==> src/rtl/transparency_fade_controller.sv <==
// transparency_fade_controller
// Ramps proportion_out one LSB per N frame boundaries toward a commanded target,
// so that a frame is never rendered with two different blend proportions.
// Optional feature: define TRANSPARENCY_FADE_SNAP_EN to add the cmd_snap input,
// which makes a command jump straight to its target on the first frame boundary.
//
// Command handshake: a command is accepted on a rising clk edge where
// cmd_valid && cmd_ready; cmd_ready is high only in IDLE, and cmd_valid is
// ignored at all other times.
module transparency_fade_controller #(
  parameter int TRANSPARENCY_PRECISION = 3,
  parameter int INTERVAL_WIDTH         = 8,
  parameter int RESET_PROPORTION       = 0
) (
  input  logic                              clk,
  input  logic                              reset,
  input  logic                              frame_start,
  input  logic                              cmd_valid,
  output logic                              cmd_ready,
  input  logic [TRANSPARENCY_PRECISION-1:0] cmd_target,
  input  logic [INTERVAL_WIDTH-1:0]         cmd_interval,
`ifdef TRANSPARENCY_FADE_SNAP_EN
  input  logic                              cmd_snap,
`endif
  input  logic                              abort,
  output logic [TRANSPARENCY_PRECISION-1:0] proportion_out,
  output logic                              busy,
  output logic                              done
);

  localparam int P = TRANSPARENCY_PRECISION;
  localparam logic [P-1:0] RESET_VAL = RESET_PROPORTION[P-1:0];
  localparam logic [INTERVAL_WIDTH-1:0] ONE = {{(INTERVAL_WIDTH-1){1'b0}}, 1'b1};

  typedef enum logic [1:0] {IDLE = 2'd0, FADE = 2'd1, DONE = 2'd2} state_t;

  // state is the FSM register; kept under this name for hierarchical probing
  state_t                    state, state_n;
  logic [P-1:0]              prop_q, prop_n;
  logic [P-1:0]              target_q, target_n;
  logic [INTERVAL_WIDTH-1:0] interval_q, interval_n;
  logic [INTERVAL_WIDTH-1:0] frame_cnt, frame_cnt_n;
  logic                      snap_q, snap_n;
  logic [P-1:0]              step_val;

  // value one LSB closer to the target; never leaves the legal range
  always_comb begin
    step_val = prop_q;
    if (target_q > prop_q)      step_val = prop_q + 1'b1;
    else if (target_q < prop_q) step_val = prop_q - 1'b1;
  end

  // next-state, next-value and output decode
  always_comb begin
    state_n     = state;
    prop_n      = prop_q;
    target_n    = target_q;
    interval_n  = interval_q;
    frame_cnt_n = frame_cnt;
    snap_n      = snap_q;
    cmd_ready   = 1'b0;
    busy        = 1'b0;
    done        = 1'b0;
    case (state)
      IDLE: begin
        cmd_ready = 1'b1;
        if (cmd_valid) begin
          target_n    = cmd_target;
          interval_n  = (cmd_interval == '0) ? ONE : cmd_interval;
          frame_cnt_n = '0;
`ifdef TRANSPARENCY_FADE_SNAP_EN
          snap_n      = cmd_snap;
`else
          snap_n      = 1'b0;
`endif
          state_n     = (cmd_target == prop_q) ? DONE : FADE;
        end
      end
      FADE: begin
        busy = 1'b1;
        if (abort) begin
          // freeze where we are; abort wins over a coincident frame boundary
          state_n = IDLE;
        end else if (frame_start) begin
          if (snap_q) begin
            prop_n  = target_q;
            state_n = DONE;
          end else if (frame_cnt == interval_q - ONE) begin
            prop_n      = step_val;
            frame_cnt_n = '0;
            if (step_val == target_q) state_n = DONE;
          end else begin
            frame_cnt_n = frame_cnt + ONE;
          end
        end
      end
      DONE: begin
        done    = 1'b1;
        state_n = IDLE;
      end
      default: state_n = IDLE;
    endcase
  end

  // state and datapath registers, asynchronously reset
  always_ff @(posedge clk or posedge reset) begin
    if (reset) begin
      state      <= IDLE;
      prop_q     <= RESET_VAL;
      target_q   <= RESET_VAL;
      interval_q <= ONE;
      frame_cnt  <= '0;
      snap_q     <= 1'b0;
    end else begin
      state      <= state_n;
      prop_q     <= prop_n;
      target_q   <= target_n;
      interval_q <= interval_n;
      frame_cnt  <= frame_cnt_n;
      snap_q     <= snap_n;
    end
  end

  assign proportion_out = prop_q;

endmodule
==> config.mk <==
export PLATFORM = sky130hd
export DESIGN_NAME = transparency_fade_controller
export DESIGN_NICKNAME = d
export VERILOG_FILES = /design/src/rtl/transparency_fade_controller.sv
export SDC_FILE = /design/constraint.sdc
export NUM_CORES = 1
export LEC_CHECK = 0
export CORE_ASPECT_RATIO = 1.5
export CORE_MARGIN = 3
export CORE_UTILIZATION = 38
export DETAILED_ROUTE_END_ITERATION = 10
export GPL_TIMING_DRIVEN = 1
export MAX_ROUTING_LAYER = met4
export PLACE_DENSITY = 0.63
export SLEW_MARGIN = 30
export SYNTH_ARGS = -nofsm -noshare
export SYNTH_HDL_FRONTEND = slang
export SYNTH_SLANG_ARGS = --single-unit
==> constraint.sdc <==
create_clock -name clk -period 3.05 [get_ports clk]
set_input_delay 0.61 -clock clk [delete_from_list [all_inputs] [get_ports clk]]
set_output_delay 0.61 -clock clk [all_outputs]
set_load 0.05 [all_outputs]
==> results.toml, run 1 <==
[logic_synthesis]
syn_inst = 162
ys_ff_latch = 24
synth_edf_count = 0
synth-async-reset-ratio_pct = 100.0
mappedNetlistArea_mm2 = 0.001587
synth_ff_type = "dfrtp_1"
syn_avg_cell_area_um2 = 9.793
synthDistinctLibCells = 43
yosys.area.top_type_share_pct = 36.28
synth_nets = 185
yosys-top-cells-area = "dfrtp_1 36%, xor2_1 7.7%, xnor2_1 6.6%"
yosysWarnings = 0
synth_top_cell_by_area = "dfrtp_1"
yosysSeqAreaShare_pct = 37.93

[status]
status = "complete, no violations"

[floorplanning]
core_mm2 = 0.003994
row_count = 28
die_x_um = 58.76
initial_core_util_pct = 39.72
ios = 22
die_y_um = 85.14
dieArea_mm2 = 0.005002

[clock_tree]
clk_latency_ns = 0.28
cts_tree = "yes"
cts-root-buf = "clkbuf_8"
clkTransAtPathRegs_ns = 0.09
post_cts_buffers = 0
holdBufCountCts = 0
clk_path_buf_depth = 2
cts_resized = 0
clock_sinks = 24
cts-buffers-inserted = 3
h-tree-depth = 1

[critical_path]
arrival_ns = 2.71
crit_path_start_kind = "flop"
critPathLaunch = "interval_q[0]$_DFFE_PP1P_"
worst-setup-path-type = "reg2reg"
crit_fanout = 4
reg2reg_slack_ns = 0.49
worstRegToRegCells = 9
worstPathRequired_ns = 3.20
regToRegStartpoint = "interval_q[0]$_DFFE_PP1P_"
end_kind = "flop"
crit_path_end = "state[0]$_DFFE_PP0P_"
timing.rr.end = "state[0]$_DFFE_PP0P_"

[sta]
tightestPinTransition_ns = 0.5043
final_hold_viol_count = 0
relSlewSlack_pct = 66.33
fin_crit_ns = 2.558
final.setup_skew_ns = 0.007397
rsz0062_at_grt = "no"
setup_tns_ns = 0
hold_ws_ns = 0.5368
setup_viol = 0
max_freq_mhz = 390.9
min_period_over_period_pct = 83.87
slew_viol_final = 0

[final_layout]
layout_common_cells = "23 x dfrtp_1, 21 x clkdlybuf4s50_1, 14 x xor2_1, 14 x nor2_1, 12 x xnor2_1"
area.growth.synth_to_final_pct = 21.53
final_common_cell = "dfrtp_1"
diodes = 0
drive_above_1_share_pct = 14.97
final_cells = 232
fin_nets = 211
final_cell_area_mm2 = 0.001928

[power]
leakage_nw = 0.7958
power_density_mw_per_mm2 = 632.3
ir_drop_mv = 0.4365

[global_routing]
grt_pass1_wl_um = 6023
first_global_vias = 1386
grt_start_max_net_pins = 25
gr-total-overflow = 0
grt_usage_pct = 15.71
grt_antenna_before_repair = 0
grt.busiest_layer = "met2"
use_met3_pct = 2.740
met2_usage_pct = 27.57
grt_util_met1_pct = 17.48

[flow_run]
cap_violations = 0

[placed_design]
place_congestion = 0.8133
portBuffers = 21
dp.cells = 228
place_area_mm2 = 0.001857
dp_hpwl_um = 2657

[drt]
drtIter0Drc = 12
ant_nets = 0
routed_wl_um = 3362
wl_per_cell_um = 14.49
num_vias = 1248
via_per_inst = 5.379
drc_errors = 0
drt_pass1_iterations = 4

[min_path]
min_path_type = "reg2reg"
==> cells in the mapped netlist (2+ instances only) <==
library cell / instances
mux2i_1: 3
o21ai_0: 5
mux2_2: 8
o21ai_2: 3
xnor2_1: 12
inv_1: 11
nand2_1: 11
nand2b_1: 3
ha_1: 7
xor2_1: 14
nor2b_1: 2
nand3_1: 7
clkbuf_1: 2
a21oi_1: 3
dfrtp_1: 23
nor2_1: 14
nand3b_1: 2
nor3_1: 3
nand4_1: 5
==> where the power goes <==
group / switching [mW] / internal, mW / total (mW)
sequential: 0.0869 / 0.379 / 0.466
combinational: 0.242 / 0.224 / 0.466
clock: 0.111 / 0.176 / 0.287
==> worst min-delay path by stage <==
stage / startpoint / to / slack [ns] / cells after the start
6_report: interval_q[7]$_DFFE_PP0P_ / interval_q[7]$_DFFE_PP0P_ / 0.54 / 1
5_1_grt: interval_q[7]$_DFFE_PP0P_ / interval_q[7]$_DFFE_PP0P_ / 0.55 / 1
4_1_cts: interval_q[7]$_DFFE_PP0P_ / interval_q[7]$_DFFE_PP0P_ / 0.54 / 1
3_5_place_dp: interval_q[7]$_DFFE_PP0P_ / interval_q[7]$_DFFE_PP0P_ / 0.52 / 1
3_3_place_gp: interval_q[7]$_DFFE_PP0P_ / interval_q[7]$_DFFE_PP0P_ / 0.51 / 1
2_1_floorplan: interval_q[7]$_DFFE_PP0P_ / interval_q[7]$_DFFE_PP0P_ / 0.50 / 1
==> layer usage <==
layer | vias to the layer above | routed length, um
met4 | 0 | 48
met3 | 5 | 96
li1 | 609 | -
met2 | 20 | 1835
met5 | - | 0
met1 | 614 | 1381
==> critical path, cell delays in order, from the launching register on <==
cell and delay (ns):
dfstp_2 0.60, inv_1 0.07, ha_1 0.25, xor2_1 0.16, xnor2_1 0.15, a32oi_1 0.07, nor3_1 0.37, nand3_2 0.10
or4b_4 0.50, o2bb2ai_2 0.14
==> cell families (layout without fill, tap and decap cells) <==
kind of cell	count (synthesis)	count (layout)	synth area share (%)
buffers and inverters	14	39	3.786
muxes	11	11	7.571
DFF	24	24	37.93
adders and majority gates	7	7	5.520
and+or+nand+nor	59	59	20.82
xor gates and xnor gates	26	26	14.35
AOI/OAI and AO/OA	21	21	10.02
==> area by class of cell <==
class | count | area (um^2)
Fill cell | 399 | 2066
Multi-Input combinational cell | 124 | 924.6
Sequential cell | 24 | 601.8
Timing Repair Buffer | 24 | 232.7
Tap cell | 45 | 56.30
Clock buffer | 3 | 41.29
Inverter | 11 | 41.29
Clock inverter | 1 | 30.03
==> through the flow <==
stage | power, mW | utilization (%) | setup slack [ns]
6_report | 1.219 | 48.28 | 0.4919
5_1_grt | 1.295 | 48.28 | 0.3227
4_1_cts | 1.228 | 48.28 | 0.4830
3_5_place_dp | 0.9391 | 46.49 | 0.5088
3_3_place_gp | 0.9175 | 46.49 | 0.6197
2_1_floorplan | 0.8088 | - | 0.5149
==> sequential cells by signal (all words and copies together), names as in the netlist <==
register        cells
frame_cnt           8
interval_q          8
target_q            3
proportion_out      3
state               2
No activity file was read; power rests on OpenSTA's default activity.
==> inputs of run 2 (changes only) <==
Settings changed: PLACE_DENSITY 0.63 to 0.65.
Clock period 3.05 ns to 2.18 ns, I/O delays scaled along.
==> results.toml, run 2 (synthesized netlist as in run 1, its figures left out) <==
[critical_path]
end_kind = "flop"
crit_buf_inv = 1
worstRegToRegCells = 8
arrival_ns = 2.35
crit_fanout = 3
path_cells = "buf_4, nor3_4, a221o_1, o311a_1, o21ai_2, nand3_2, or4b_4, o2bb2ai_2"
cpMaxStageDelayCell = "dfstp_2"
timing.rr.end = "state[0]$_DFFE_PP0P_"
critPathTopFamily = "compound AO/OA/AOI/OAI gates"
slowest_delay_ns = 0.55
crit_path_start_kind = "flop"
worst-setup-path-type = "reg2reg"
regToRegStartpoint = "interval_q[0]$_DFFE_PP1P_"
worstPathRequired_ns = 2.36
reg2reg_slack_ns = 0.005

[clock_tree]
cts-buffers-inserted = 3
clock_sinks = 24
holdBufCountCts = 0
h-tree-depth = 1
clk_latency_ns = 0.27
cts_tree = "yes"
cts-root-buf = "clkbuf_8"
clk_path_buf_depth = 2
clkTransAtPathRegs_ns = 0.09

[final_layout]
final_util_pct = 52.88
drive_above_1_share_pct = 31.50
diodes = 0
final-seq-area_um2 = 605.6
final_cell_area_mm2 = 0.002112
layout_common_cells = "20 x dfrtp_1, 19 x buf_4, 18 x clkdlybuf4s50_1"
fillCellCount = 376
area.growth.synth_to_final_pct = 33.12
multi_input_area_mm2 = 0.001015
reg_top3 = "frame_cnt: 8 flops, interval_q: 8 flops"
fin_nets = 224
final_cells = 245
final_common_cell = "dfrtp_1"

[drt]
drc_errors = 0
routed_wl_um = 3605
via_per_inst = 5.298
drt_pass1_iterations = 4
num_vias = 1298
drtIter0Drc = 30
ant_nets = 0
wl_per_cell_um = 14.71

[floorplanning]
dieArea_mm2 = 0.005002
row_count = 28
die_x_um = 58.76
initial_core_util_pct = 39.72
die_y_um = 85.14
core_mm2 = 0.003994
ios = 22

[sta]
rsz0062_at_grt = "yes"
relSlewSlack_pct = 66.04
setup_viol = 0
final.setup_skew_ns = 0.001489
slew_viol_final = 0
setup_tns_ns = 0
min_period_over_period_pct = 99.79
final_hold_viol_count = 0
tightestPinTransition_ns = 0.5079
max_freq_mhz = 459.7
fin_crit_ns = 2.175

[global_routing]
grt_start_max_net_pins = 25
grt_antenna_before_repair = 0
gr-total-overflow = 0
grt_usage_pct = 16.71
first_global_vias = 1402
grt_pass1_wl_um = 6334

[power]
p_int_mw = 1.183
p_sw_share_pct = 36.44
ir_drop_mv = 0.4445
combPwrFrac_pct = 43.3
p_clk_share_pct = 21.8
power.switching_mw = 0.6781
power_density_mw_per_mm2 = 881.2
leakage_nw = 0.8758
power_frac_seq_pct = 34.9

[placed_design]
place_area_mm2 = 0.001972
dp_hpwl_um = 2838
dp.cells = 238
place_congestion = 0.8498
portBuffers = 21

[status]
status = "complete, no violations"

[min_path]
min_path_type = "in2async"

[flow_run]
cap_violations = 0
run 2: area by class of cell:
class                   count  share of cell area [%]
well taps                  45                   2.666
repair buffers             37                   15.28
flip-flops and latches     24                   28.67
clock buffers               3                   1.955
inverters                  11                   1.955
multi-input cells         124                   48.04
clock inverters             1                   1.422
run 2: power groups by stage:
stage	sequential (mW)	combinational (mW)	clock (mW)
floorplan	0.659	0.517	0
global placement	0.646	0.719	0
detailed placement	0.654	0.749	0
CTS	0.648	0.788	0.412
global route	0.665	0.892	0.428
finish	0.649	0.806	0.406
run 2: how the worst max path moves through the flow:
stage / startpoint / endpoint / slack (ns) / depth (start not counted)
4_1_cts: target_q[2]$_DFFE_PP0P_ / state[0]$_DFFE_PP0P_ / 0.004 / 8
2_1_floorplan: proportion_out[2]$_DFFE_PP0P_ / state[0]$_DFFE_PP0P_ / -0.07 / 9
6_report: interval_q[0]$_DFFE_PP1P_ / state[0]$_DFFE_PP0P_ / 0.005 / 8
5_1_grt: interval_q[0]$_DFFE_PP1P_ / proportion_out[1]$_DFFE_PP0P_ / -0.15 / 8
3_3_place_gp: target_q[2]$_DFFE_PP0P_ / state[0]$_DFFE_PP0P_ / 0.03 / 7
3_5_place_dp: interval_q[0]$_DFFE_PP1P_ / proportion_out[1]$_DFFE_PP0P_ / -0.03 / 9
run 2: worst reg2reg max path, delay by kind of cell (launching register included):
family                 cells  cell delay, ns
DFF                        1            0.55
AOI/OAI and AO/OA          4            0.73
buffers and inverters      1            0.14
and+or+nand+nor            3            0.65
run 2: through the flow:
step / hold slack (ns) / total power [mW] / setup slack [ns]
6_report: 0.4952 / 1.861 / 0.004515
2_1_floorplan: 0.4497 / 1.176 / -0.06545
4_1_cts: 0.5092 / 1.848 / 0.003807
3_5_place_dp: 0.5182 / 1.403 / -0.03148
3_3_place_gp: 0.5128 / 1.364 / 0.02762
5_1_grt: 0.5374 / 1.985 / -0.1521
run 2: routing by layer:
metal	up-vias	global-route usage, %	routed length (um)
li1	635	-	-
met1	645	18.32	1469
met2	13	29.98	2003
met3	5	2.131	73
met4	0	5.773	59
met5	-	-	0
run 2: what timing repair did:
item,CTS,global route
pin swaps,0,5
buffers inserted,1,2
gates cloned,0,0
setup endpoints to repair,4,12
resized for setup,7,6
